**config.mk**
```make
export PLATFORM = sky130hd
export DESIGN_NAME = vga_sprite_disp
export DESIGN_NICKNAME = d
export VERILOG_FILES = /design/src/rtl/vga_sprite_disp.sv
export SDC_FILE = /design/constraint.sdc
export NUM_CORES = 1
export LEC_CHECK = 0
export CAP_MARGIN = 25
export CORE_UTILIZATION = 48
export DETAILED_ROUTE_END_ITERATION = 10
export GPL_ROUTABILITY_DRIVEN = 0
export PLACE_DENSITY = 0.73
export SLEW_MARGIN = 0
export SYNTH_ARGS = -nofsm -noshare
export SYNTH_HDL_FRONTEND = slang
export SYNTH_SLANG_ARGS = --single-unit
export TNS_END_PERCENT = 30
```
**constraint.sdc**
```tcl
create_clock -name clk -period 6.13 [get_ports clk]
set_input_delay 1.5325 -clock clk [delete_from_list [all_inputs] [get_ports clk]]
set_output_delay 1.5325 -clock clk [all_outputs]
set_load 0.03 [all_outputs]
```
**src/rtl/vga_sprite_disp.sv**
```systemverilog
// rtl/vga_sprite_disp.sv - VGA scan generator with one ROM image overlay, 1x/2x scale
// Optional: define VGA_COLORKEY_EN to make KEY_565 pixels transparent (show BG_RGB).
module vga_sprite_disp #(
  parameter int          H_SYNC   = 44,
  parameter int          H_BACK   = 148,
  parameter int          H_ACTIVE = 1920,
  parameter int          H_FRONT  = 88,
  parameter int          V_SYNC   = 5,
  parameter int          V_BACK   = 36,
  parameter int          V_ACTIVE = 1080,
  parameter int          V_FRONT  = 4,
  parameter int          IMG_W    = 200,
  parameter int          IMG_H    = 200,
  parameter int          ADDR_W   = 16,
  parameter int          ROM_LAT  = 1,
  parameter logic [11:0] BG_RGB   = 12'h000,
  parameter logic [15:0] KEY_565  = 16'hF81F
) (
  input  logic              clk,
  input  logic              rst_n,
  input  logic              en,
  input  logic [11:0]       x_pos,
  input  logic [10:0]       y_pos,
  input  logic              scale2x,
  output logic [ADDR_W-1:0] rom_addr,
  output logic              rom_en,
  input  logic [15:0]       rom_data,
  output logic [3:0]        red,
  output logic [3:0]        green,
  output logic [3:0]        blue,
  output logic              hsync,
  output logic              vsync,
  output logic              de,
  output logic              frame_start
);
  localparam int H_TOTAL = H_SYNC + H_BACK + H_ACTIVE + H_FRONT;
  localparam int V_TOTAL = V_SYNC + V_BACK + V_ACTIVE + V_FRONT;
  localparam int HA0     = H_SYNC + H_BACK;
  localparam int VA0     = V_SYNC + V_BACK;
  localparam int HCW     = $clog2(H_TOTAL);
  localparam int VCW     = $clog2(V_TOTAL);

  logic [HCW-1:0] hcnt;
  logic [VCW-1:0] vcnt;
  logic           started;
  logic           h_last, v_last;

  assign h_last      = (hcnt == HCW'(H_TOTAL - 1));
  assign v_last      = (vcnt == VCW'(V_TOTAL - 1));
  assign frame_start = started && (hcnt == '0) && (vcnt == '0);

  // Counters hold at 0 for one clock after reset so that clock is the frame_start.
  always_ff @(posedge clk or negedge rst_n) begin
    if (!rst_n) begin
      started <= 1'b0;
      hcnt    <= '0;
      vcnt    <= '0;
    end else if (!started) begin
      started <= 1'b1;
    end else if (h_last) begin
      hcnt <= '0;
      vcnt <= v_last ? '0 : vcnt + 1'b1;
    end else begin
      hcnt <= hcnt + 1'b1;
    end
  end

  logic        en_sh, s2_sh;
  logic [11:0] x_sh;
  logic [10:0] y_sh;

  always_ff @(posedge clk or negedge rst_n) begin
    if (!rst_n) begin
      en_sh <= 1'b0;
      s2_sh <= 1'b0;
      x_sh  <= '0;
      y_sh  <= '0;
    end else if (frame_start) begin
      en_sh <= en;
      s2_sh <= scale2x;
      x_sh  <= x_pos;
      y_sh  <= y_pos;
    end
  end

  logic [15:0] h16, v16, x_lo, y_lo, img_w_s, img_h_s;
  logic        h_act, v_act, y_win, in_win;

  assign h16     = 16'(hcnt);
  assign v16     = 16'(vcnt);
  assign x_lo    = 16'(HA0) + 16'(x_sh);
  assign y_lo    = 16'(VA0) + 16'(y_sh);
  assign img_w_s = s2_sh ? 16'(2 * IMG_W) : 16'(IMG_W);
  assign img_h_s = s2_sh ? 16'(2 * IMG_H) : 16'(IMG_H);
  assign h_act   = (h16 >= 16'(HA0)) && (h16 < 16'(HA0 + H_ACTIVE));
  assign v_act   = (v16 >= 16'(VA0)) && (v16 < 16'(VA0 + V_ACTIVE));
  assign y_win   = v_act && (v16 >= y_lo) && (v16 < y_lo + img_h_s);
  assign in_win  = started && en_sh && h_act && y_win &&
                   (h16 >= x_lo) && (h16 < x_lo + img_w_s);

  logic [ADDR_W-1:0] line_base, sx;
  logic              xph, yph;

  // Source position is stepped incrementally; the phase bits repeat each source pixel in 2x mode.
  always_ff @(posedge clk or negedge rst_n) begin
    if (!rst_n) begin
      line_base <= '0;
      sx        <= '0;
      xph       <= 1'b0;
      yph       <= 1'b0;
    end else begin
      if (frame_start) begin
        line_base <= '0;
        yph       <= 1'b0;
      end else if (h_last && y_win) begin
        if (!s2_sh || yph) begin
          line_base <= line_base + ADDR_W'(IMG_W);
          yph       <= 1'b0;
        end else begin
          yph <= 1'b1;
        end
      end
      if (h_last) begin
        sx  <= '0;
        xph <= 1'b0;
      end else if (in_win) begin
        if (!s2_sh || xph) begin
          sx  <= sx + 1'b1;
          xph <= 1'b0;
        end else begin
          xph <= 1'b1;
        end
      end
    end
  end

  // Delay lines: bit 0 is stage 1, bit ROM_LAT lines up with rom_data.
  logic [ROM_LAT:0] hs_p, vs_p, de_p, win_p;

  always_ff @(posedge clk or negedge rst_n) begin
    if (!rst_n) begin
      rom_addr <= '0;
      rom_en   <= 1'b0;
      hs_p     <= '0;
      vs_p     <= '0;
      de_p     <= '0;
      win_p    <= '0;
    end else begin
      rom_addr <= in_win ? line_base + sx : '0;
      rom_en   <= in_win;
      hs_p     <= {hs_p[ROM_LAT-1:0], started && (hcnt < HCW'(H_SYNC))};
      vs_p     <= {vs_p[ROM_LAT-1:0], started && (vcnt < VCW'(V_SYNC))};
      de_p     <= {de_p[ROM_LAT-1:0], started && h_act && v_act};
      win_p    <= {win_p[ROM_LAT-1:0], in_win};
    end
  end

  logic key_hit;
`ifdef VGA_COLORKEY_EN
  assign key_hit = (rom_data == KEY_565);
`else
  assign key_hit = 1'b0;
`endif

  logic unused_bits;
  assign unused_bits = ^{rom_data[11], rom_data[6:5], rom_data[0], KEY_565};

  always_ff @(posedge clk or negedge rst_n) begin
    if (!rst_n) begin
      red   <= '0;
      green <= '0;
      blue  <= '0;
      hsync <= 1'b1;
      vsync <= 1'b1;
      de    <= 1'b0;
    end else begin
      hsync <= ~hs_p[ROM_LAT];
      vsync <= ~vs_p[ROM_LAT];
      de    <= de_p[ROM_LAT];
      if (!de_p[ROM_LAT])
        {red, green, blue} <= '0;
      else if (win_p[ROM_LAT] && !key_hit)
        {red, green, blue} <= {rom_data[15:12], rom_data[10:7], rom_data[4:1]};
      else
        {red, green, blue} <= BG_RGB;
    end
  end

endmodule
```
== Yosys cells after proc, flatten, opt, wreduce, memory -nomap -nowiden ==
Index checks and enable logic that the tools add are counted.

* $mul: 0
* Shift-type cells: 0
* Equal/unequal tests: 2
* Muxes and demuxes: 22
* Magnitude comparators: 10
* Bitwise operators: 2
* Add/subtract/negate cells: 9
* Divide/modulo/power cells: 0
* Reduce and logical (&&, ||, !) cells: 28

{| class="wikitable"
|+ Operators by type and width
! kind !! count
|-
| $mux W16 || 7
|-
| $mux W4 || 6
|-
| $add A16 B1 Y16 const B || 1
|-
| $add A16 B16 Y16 || 1
|-
| $add A16 B8 Y16 const B || 1
|-
| $logic_and A1 B1 Y1 || 16
|-
| $add A13 B9 Y14 || 1
|-
| $lt A12 B14 Y1 || 1
|-
| $add A12 B9 Y13 || 1
|-
| $add A8 B12 Y13 const A || 1
|-
| $ge A12 B13 Y1 || 1
|-
| $lt A11 B13 Y1 || 1
|-
| $add A12 B1 Y12 const B || 1
|-
| $add A6 B11 Y12 const A || 1
|-
| $eq A12 B12 Y1 const B || 1
|-
| $ge A11 B12 Y1 || 1
|-
| $ge A12 B8 Y1 const B || 1
|-
| $logic_not A12 Y1 || 1
|-
| $lt A12 B12 Y1 const B || 1
|-
| $lt A12 B6 Y1 const B || 1
|-
| $mux W12 || 1
|-
| $add A11 B1 Y11 const B || 1
|-
| $eq A11 B11 Y1 const B || 1
|-
| $ge A11 B6 Y1 const B || 1
|-
| 11 further kinds || 23
|}

* Bits in latches: 0
* Memories kept: 0
* Register bits: 123
* Output and inout port bits: 33
* Bits in writable memories: 0
* Logic and storage cells: 96
* ROM bits: 0

== Logic depth before layout (Yosys ltp) ==
Gate-level depths: netlist of run 1.

* Word-level depth: 9
* Depth in mapped cells: 19

== Worst setup path after synthesis of run 1 ==
OpenSTA, ideal clock, no wires.

* Kind: register to register
* Start: register y_sh[0]
* End: register line_base[10]
* Data required time: 5.983 ns
* Stages on the path, launching flop included: 18
* Slack: 1.641 ns
* Arrival time: 4.342 ns
* Clock period less this slack: 4.489 ns
* Setup time: 0.147 ns
* Cell sequence: dfrtp_1 -> ha_1 -> a21oi_1 -> o21bai_1 -> xnor2_1 -> ha_1 -> a41o_1 -> o21ai_0 -> nor2b_1 -> xnor2_1 -> ha_1 -> a2111oi_0 -> a211oi_1 -> a2111oi_4 -> nand2_1 -> buf_2 -> o311ai_0 -> o41ai_1

* Cells in the longest elaborated chain, start to end: 7
* Elaborated cells on any way between the ends: 9
* Classes of those cells: 2 x add/sub; 2 x order compare; 5 x reduce/logical

{| class="wikitable"
|+ RTL lines
! what !! RTL line !! RTL
|-
| start, declared || 70 || <nowiki>logic [10:0] y_sh;</nowiki>
|-
| start signal, assigned || 82 || <nowiki>y_sh <= y_pos;</nowiki>
|-
| $add A6 B11 Y12 (*) || 92 || <nowiki>assign y_lo = 16'(VA0) + 16'(y_sh);</nowiki>
|-
| $add A12 B9 Y13 / $ge A11 B12 Y1 (equally long branches) || 97 || <nowiki>assign y_win = v_act && (v16 >= y_lo) && (v16 < y_lo + img_h_s);</nowiki>
|-
| $lt A11 B13 Y1 / $logic_and A1 B1 Y1 (equally long branches) || 97 ||
|-
| $logic_and A1 B1 Y1 (*) || 97 ||
|-
| $logic_and A1 B1 Y1 (*) || 115 || <nowiki>end else if (h_last && y_win) begin</nowiki>
|-
| $reduce_bool A2 Y1 (no line) (*) || -- ||
|-
| $reduce_and A2 Y1 (no line) (*) || -- ||
|-
| end signal, assigned || 117 || <nowiki>line_base <= line_base + ADDR_W'(IMG_W);</nowiki>
|-
| end, declared || 101 || <nowiki>logic [ADDR_W-1:0] line_base, sx;</nowiki>
|}

Every way passes the cells marked *; elsewhere a longest branch is shown, timed or not.
A chain may end at the register's enable or synchronous reset.

== Worst setup path after layout of run 1 ==
* Start: register y_sh[0]
* End: register sx[11]

* Cells in the longest elaborated chain, start to end: 9
* Elaborated cells on any way between the ends: 11
* Classes of those cells: 2 x add/sub; 2 x order compare; 7 x reduce/logical

{| class="wikitable"
|+ RTL lines
! what !! RTL line !! RTL
|-
| $add A6 B11 Y12 (*) || 92 ||
|-
| $add A12 B9 Y13 / $ge A11 B12 Y1 (equally long branches) || 97 ||
|-
| $lt A11 B13 Y1 / $logic_and A1 B1 Y1 (equally long branches) || 97 ||
|-
| $logic_and A1 B1 Y1 (*) || 97 ||
|-
| $logic_and A1 B1 Y1 (*) (2 in series) || 98 || <nowiki>assign in_win = started && en_sh && h_act && y_win &&</nowiki>
|-
| $logic_and A1 B1 Y1 (*) || 99 || <nowiki>(h16 >= x_lo) && (h16 < x_lo + img_w_s);</nowiki>
|-
| $reduce_bool A2 Y1 (no line) (*) || -- ||
|-
| $reduce_and A2 Y1 (no line) (*) || -- ||
|-
| end signal, assigned || 128 || <nowiki>sx <= sx + 1'b1;</nowiki>
|-
| end, declared || 101 ||
|}

Marked as above.

==> results.py, run 1 <==
metrics = {
    "outcome": {
        "status": "finished, final reports clean",
    },
    "grt": {
        "first_global_vias": 5449,
        "initial_antenna_violation_count": 0,
        "grt_pass1_wl_um": 26500,
        "grt_overflow_total": 0,
        "groute.usage.overall": 0.225,
        "maximum_number_of_pins_on_one_net_before_global_route_repair": 50,
    },
    "min_path": {
        "worstHoldPathType": "reg2reg",
        "hold_path_depth": 0,
        "hold_path_end": "de_p[1]$_DFF_PN0_",
        "hp-start": "de_p[0]$_DFF_PN0_",
    },
    "route": {
        "first_pass_iters": 4,
        "ant_nets": 0,
        "routed_via_density": 5.58,
        "finalWirelength_um": 15900,
        "dr.first_iter.drc_count": 390,
        "drcViolationCount": 0,
        "num_vias": 5766,
        "routed_wire_length_per_instance_um": 15.3,
    },
    "sta": {
        "timing.final.setup_violations": 0,
        "fmax_mhz": 184,
        "finalMaxSlewViolations": 0,
        "finalSetupTns_ns": 0,
        "timing.max_slew.rel_slack": 0.428,
        "hold_worst_slack_ns": 0.345,
        "layout_worst_path_cycle_share": 0.887,
        "time_the_final_worst_path_needs_with_i_o_delays_and_setup_ns": 5.44,
        "grt_setup_unrepaired": "false",
        "fin_worst_skew_ns": 0.00856,
        "final_hold_viol_count": 0,
        "worst_pin_slew_ns": 0.855,
    },
    "finish": {
        "flow.area_growth_from_synthesis_pct": 21.9,
        "num-nets-final": 951,
        "drive_above_1_share": 0.0671,
        "antennaDiodeCount": 0,
    },
    "floorplan": {
        "num_rows": 44,
        "number_of_top_level_pins": 76,
        "die-area_um2": 15300,
        "core_area_um2": 14500,
        "start_util": 0.490,
        "die_w_um": 124,
        "die_y_um": 124,
    },
    "logic_synthesis": {
        "synth_seq_area_share": 0.418,
        "synth_enable_flop_cells": 0,
        "synthesis.instances": 763,
        "commonest_register_cell_after_synthesis": "dfrtp_1",
        "async_sr_flop_fraction": 1.00,
        "ys_seq_elements": 119,
        "yosys.cell_types.count": 64,
        "synthesis.nets": 877,
        "yosys.area.top_type": "dfrtp_1",
        "netlist_top_cells_area": "dfrtp_1, ha_1, nand2_1, xnor2_1, o21ai_0",
        "yosys_warnings": 0,
        "syn_area_um2": 7130,
        "post_synth.cell_area_avg_um2": 9.34,
        "yosys.area.top_type_share": 0.411,
    },
    "clock_tree": {
        "clock_latency_ns": 0.42,
        "cts.repair.resized": 0,
        "setup_bufs_post_cts": 0,
        "cts_tree": "done",
        "ctsHoldBuffers": 0,
        "root_buffer": "clkbuf_16",
        "total_clock_buffers_created_by_cts": 17,
        "cts.reportedPaths.clkPinSlew_ns": 0.06,
        "clock-sinks": 119,
        "cts.path.max_buffers": 2,
        "cts_max_level": 4,
    },
    "job": {
        "drv_cap": 0,
    },
    "worst_setup_path": {
        "worst_setup_path_class": "reg2reg",
        "regToRegEndpoint": "sx[11]$_DFFE_PN0P_",
        "worst_r2r_startpoint": "y_sh[0]$_DFFE_PN0P_",
        "kind_of_end_point_of_the_critical_path": "flop",
        "cp.arrival_ns": 5.78,
        "start_kind": "flop",
        "crit_path_max_fanout": 17,
        "worst_r2r_path_depth": 16,
        "timing.reg2reg.setup_slack_ns": 0.69,
        "cp.required_ns": 6.47,
    },
    "place": {
        "place.port_buffers": 71,
        "detailed_place_hpwl_um": 11200,
    },
    "power_and_ir_drop": {
        "report.power.total_uw": 3430,
        "power_leakage_uw": 0.00407,
        "vdd_drop_max_mv": 0.258,
        "powerDensity_nw_per_um2": 395,
    },
}
==> synth_stat cells (5+ instances only) <==
master,instances
nand3_1,26
xor2_1,22
o21a_1,10
a211oi_1,6
nand4_1,16
xnor2_1,30
o31ai_1,7
o21ai_0,44
and3_1,18
or4_1,6
or3_1,15
a2111oi_0,5
ha_1,69
nor4_1,6
nor2_1,55
mux2i_1,7
nor3b_1,6
a31oi_1,5
nand2b_1,7
clkbuf_1,20
nor3_1,18
o211ai_1,5
nand2_1,96
dfrtp_1,117
nor2b_1,6
a21oi_1,42
and2_1,6
or2_2,5
inv_1,43
==> cell usage in the layout, fill, tap and decap left out, types with 6 or more instances in the layout <==
master and n:
o21a_1 10, o31ai_1 7, nand4_1 16, or4_1 6, a21oi_1 42, clkbuf_16 17, and3_1 18, and2_1 6
nand2_1 96, nor3_1 17, xor2_1 22, nand3_1 26, nor3b_1 6, nor2b_1 6, mux2i_1 7, inv_1 43
nand2b_1 7, a211oi_1 6, xnor2_1 30, buf_4 7, clkdlybuf4s50_1 70, or3_1 15, ha_1 69, nor2_1 55
dfrtp_1 117, o21ai_0 44
==> layer usage <==
layer	vias up	track usage	share of wire
met4	0	0.0806	0.014
met5	-	0	0
li1	2869	-	-
met2	108	0.352	0.46
met1	2775	0.314	0.49
met3	14	0.0380	0.041
==> final cells by class <==
cell class / instances / area [µm²]
inverter: 43 / 161
sequential: 119 / 2980
multi-input combinational: 578 / 3900
clock buffer: 20 / 457
tap: 184 / 230
timing repair buffer: 78 / 781
fill: 1238 / 5850
clock inverter: 12 / 175
==> sequential cells by signal, summed over array words and instances, names as in the netlist, 2 cells and up <==
register and flops:
blue 4, de_p 2, green 4, hcnt 12, hs_p 2, line_base 13, red 4, rom_addr 16
sx 16, vcnt 11, vs_p 2, win_p 2, x_sh 12, y_sh 11
==> critical path, stage by stage (launching register included) <==
cell	delay [ns]
dfrtp_1	0.43
ha_1	0.25
a21oi_1	0.26
o21bai_1	0.22
xnor2_1	0.19
ha_1	0.34
a41o_1	0.25
o21ai_0	0.53
nor2b_1	0.24
xnor2_1	0.08
ha_1	0.20
a2111oi_0	0.43
a211oi_1	0.26
a22oi_1	0.32
nand4_1	0.54
or4_1	0.66
a21oi_1	0.15
==> stage by stage <==
step           worst slack, ns  cells  instance area [µm²]  utilization
2_1_floorplan             1.64    763                 7130            -
5_1_grt                  0.194   1034                 8690        0.598
4_1_cts                  0.707   1034                 8690        0.598
3_3_place_gp             0.778   1001                 8030        0.552
3_5_place_dp             0.706   1002                 8050        0.554
6_report                 0.691   1034                 8690        0.598
==> report_power, final <==
group / internal, µW / switching, µW / total [µW]
Combinational: 608 / 733 / 1340
Sequential: 886 / 143 / 1030
Clock: 700 / 362 / 1060
==> how the worst max path moves through the flow <==
stage / from / to / slack [ns] / cells past startpoint
detailed placement: s2_sh$_DFFE_PN0P_ / sx[11]$_DFFE_PN0P_ / 0.71 / 14
CTS: s2_sh$_DFFE_PN0P_ / sx[11]$_DFFE_PN0P_ / 0.71 / 14
floorplan: y_sh[0]$_DFFE_PN0P_ / line_base[10]$_DFFE_PN0P_ / 1.64 / 17
finish: y_sh[0]$_DFFE_PN0P_ / sx[11]$_DFFE_PN0P_ / 0.69 / 16
global placement: s2_sh$_DFFE_PN0P_ / sx[11]$_DFFE_PN0P_ / 0.78 / 14
global route: y_sh[0]$_DFFE_PN0P_ / sx[11]$_DFFE_PN0P_ / 0.19 / 16
==> logic make-up (layout without fill, tap and decap cells) <==
| logic type | after synthesis | count (layout) | synth area share |
|---|---|---|---|
| and+or+nand+nor | 297 | 297 | 0.209 |
| AOI/OAI and AO/OA | 150 | 150 | 0.136 |
| DFF | 119 | 119 | 0.418 |
| adders and majority gates | 71 | 71 | 0.127 |
| buffers and inverters | 66 | 153 | 0.0362 |
| xor gates and xnor gates | 52 | 52 | 0.0639 |
| muxes | 7 | 7 | 0.00983 |
| other | 1 | 1 | 0.000526 |
Note: power is estimated with default switching activity, not from simulation.
==> run 2, diff against run 1 <==
--- a/config.mk
+++ b/config.mk
@@ -5,8 +5,10 @@
 export SDC_FILE = /design/constraint.sdc
 export NUM_CORES = 1
 export LEC_CHECK = 0
+export ABC_AREA = 1
 export CAP_MARGIN = 25
 export CORE_UTILIZATION = 48
+export CTS_BUF_LIST = sky130_fd_sc_hd__clkbuf_8
 export DETAILED_ROUTE_END_ITERATION = 10
 export GPL_ROUTABILITY_DRIVEN = 0
 export PLACE_DENSITY = 0.73
==> run 2 against run 1 <==
  * Flip-flop and latch count unchanged
  * Maximum frequency increased by 24%
  * Utilization decreased by 2.4 points
  * Hold slack improved by 0.00098 ns
  * Clock skew increased by 0.0023 ns
  * Clock power decreased by 35%
  * Die area increased by 9.5%
  * Cell count increased by 27%
  * Critical endpoint is now frame_start
  * Highest routed layer unchanged
==> results.py, run 2 <==
metrics = {
    "job": {
        "drv_cap": 0,
    },
    "finish": {
        "antennaDiodeCount": 0,
        "final.fill_count": 1486,
        "mostFrequentLayoutCells": "nand2_1, inv_1, dfrtp_1",
        "layout.cells.most_common": "nand2_1",
        "largest_registers": "rom_addr x16, sx x16, line_base x13",
        "flow.area_growth_from_synthesis_pct": 16.6,
        "num-nets-final": 1197,
        "drive_above_1_share": 0.0712,
        "final_design_instance_area_without_fill_um2": 9110,
    },
    "logic_synthesis": {
        "synthesis.nets": 1118,
        "yosys.cell_types.count": 49,
        "netlist_top_cells_area": "dfrtp_1, nand2_1, ha_1, inv_1, nor2_1",
        "post_synth_most_frequent_cells": "nand2_1, inv_1, dfrtp_1",
        "ys_seq_elements": 119,
        "synth_most_common_cell": "nand2_1",
        "async_sr_flop_fraction": 1.00,
        "commonest_register_cell_after_synthesis": "dfrtp_1",
        "synth_enable_flop_cells": 0,
        "syn_area_um2": 7810,
        "yosys_warnings": 0,
        "post_synth.cell_area_avg_um2": 7.78,
        "synthesis.instances": 1004,
        "yosys.area.top_type_share": 0.375,
        "synth_seq_area_share": 0.381,
        "yosys.area.top_type": "dfrtp_1",
    },
    "route": {
        "ant_nets": 0,
        "routed_wire_length_per_instance_um": 12.8,
        "dr.first_iter.drc_count": 348,
        "drcViolationCount": 0,
        "routed_via_density": 4.99,
        "num_vias": 6544,
        "finalWirelength_um": 16800,
        "first_pass_iters": 5,
    },
    "worst_setup_path": {
        "timing.critical_path.mode_cell": "inv_1",
        "kind_of_end_point_of_the_critical_path": "output pin",
        "worst_setup_path_class": "reg2out",
        "cp.arrival_ns": 2.85,
        "cp.required_ns": 4.60,
        "critical_path_s_largest_stage_delay_ns": 0.68,
        "critPathTopFamily": "buffers and inverters",
        "crit_slowest_cell": "clkdlybuf4s50_1",
        "crit_path_max_fanout": 11,
        "critical_path.cell_chain": "inv_1 -> ha_1 -> nand3_1 -> nor4_1 -> nand2_1 -> inv_1 -> clkdlybuf4s50_1",
        "worst-path-buf-inv": 3,
        "start_kind": "flop",
    },
    "floorplan": {
        "number_of_top_level_pins": 76,
        "num_rows": 46,
        "start_util": 0.492,
        "die_w_um": 130,
        "die_y_um": 130,
        "die-area_um2": 16800,
        "core_area_um2": 15900,
    },
    "grt": {
        "maximum_number_of_pins_on_one_net_before_global_route_repair": 70,
        "grt_overflow_total": 0,
        "grt_pass1_wl_um": 29100,
        "initial_antenna_violation_count": 0,
        "groute.usage.overall": 0.221,
        "first_global_vias": 6311,
    },
    "power_and_ir_drop": {
        "power_leakage_uw": 0.00475,
        "powerDensity_nw_per_um2": 353,
        "vdd_drop_max_mv": 0.260,
    },
    "clock_tree": {
        "cts.path.max_buffers": 2,
        "clock-sinks": 119,
        "root_buffer": "clkbuf_8",
        "cts_tree": "done",
        "total_clock_buffers_created_by_cts": 17,
        "cts.repair.resized": 0,
        "cts.reportedPaths.clkPinSlew_ns": 0.07,
        "setup_bufs_post_cts": 0,
        "cts_max_level": 4,
        "clock_latency_ns": 0.43,
        "ctsHoldBuffers": 0,
    },
    "place": {
        "detailed_place.area_um2": 8730,
        "place.port_buffers": 71,
        "detailed_place_hpwl_um": 12500,
    },
    "sta": {
        "layout_worst_path_cycle_share": 0.715,
        "finalMaxSlewViolations": 0,
        "fmax_mhz": 228,
        "time_the_final_worst_path_needs_with_i_o_delays_and_setup_ns": 4.38,
        "grt_setup_unrepaired": "false",
        "final_hold_viol_count": 0,
        "finalSetupTns_ns": 0,
        "worst_pin_slew_ns": 0.885,
        "timing.max_slew.rel_slack": 0.410,
        "timing.final.setup_violations": 0,
        "fin_worst_skew_ns": 0.0108,
    },
    "outcome": {
        "status": "finished, final reports clean",
    },
    "min_path": {
        "worstHoldPathType": "reg2reg",
    },
}
-- run 2: worst paths after layout --
check,from,end,slack (ns),cells after the start
worst max-delay path,vcnt[0]$_DFFE_PN0P_,frame_start,1.75,7
worst min-delay path,vs_p[1]$_DFF_PN0_,vsync$_DFF_PN1_,0.35,1
worst max register to register,s2_sh$_DFFE_PN0P_,xph$_DFFE_PN0P_,2.24,23
worst min register to register,vs_p[1]$_DFF_PN0_,vsync$_DFF_PN1_,0.35,1
max in group asynchronous,rst_n,x_sh[6]$_DFFE_PN0P_,3.76,2
min in group asynchronous,rst_n,red[1]$_DFF_PN0_,1.20,1
-- run 2: stage by stage --
stage | util | cells | setup WS, ns | hold slack [ns] | power, µW
floorplan | - | 1004 | 2.71 | 0.331 | 2190
global placement | 0.550 | 1280 | 2.28 | 0.338 | 2490
detailed placement | 0.550 | 1280 | 2.21 | 0.338 | 2540
CTS | 0.573 | 1311 | 1.73 | 0.349 | 3250
global route | 0.573 | 1311 | 1.54 | 0.353 | 3550
finish | 0.573 | 1311 | 1.75 | 0.346 | 3210
-- run 2: final cells by class --
class	instances	area, µm²	share of cell area
tap	216	270	0.0297
multi-input combinational	728	4220	0.463
clock buffer	19	262	0.0287
timing repair buffer	74	731	0.0802
clock inverter	12	114	0.0125
inverter	143	537	0.0589
sequential	119	2980	0.327
-- run 2: logic make-up after synthesis --
kind of cell               Yosys count  share of synthesized area
other                                1                   0.000480
and+or+nand+nor                    513                      0.303
xor gates and xnor gates            49                     0.0549
buffers and inverters              157                     0.0791
adders and majority gates           71                      0.116
DFF                                119                      0.381
AOI/OAI and AO/OA                   94                     0.0658
-- run 2: layer usage --
metal  routed length (µm)  vias up  global-route usage
met5                    0        -                   0
met1                 7810     3003               0.281
met2                 8050      122               0.377
li1                     -     3396                   -
met4                  242        0              0.0650
met3                  651       23              0.0479
-- run 2: power by group --
part	switching (µW)	leakage (µW)	internal (µW)
combinational	917	0.00296	581
clock	315	0.000202	373
sequential	129	0.00159	900
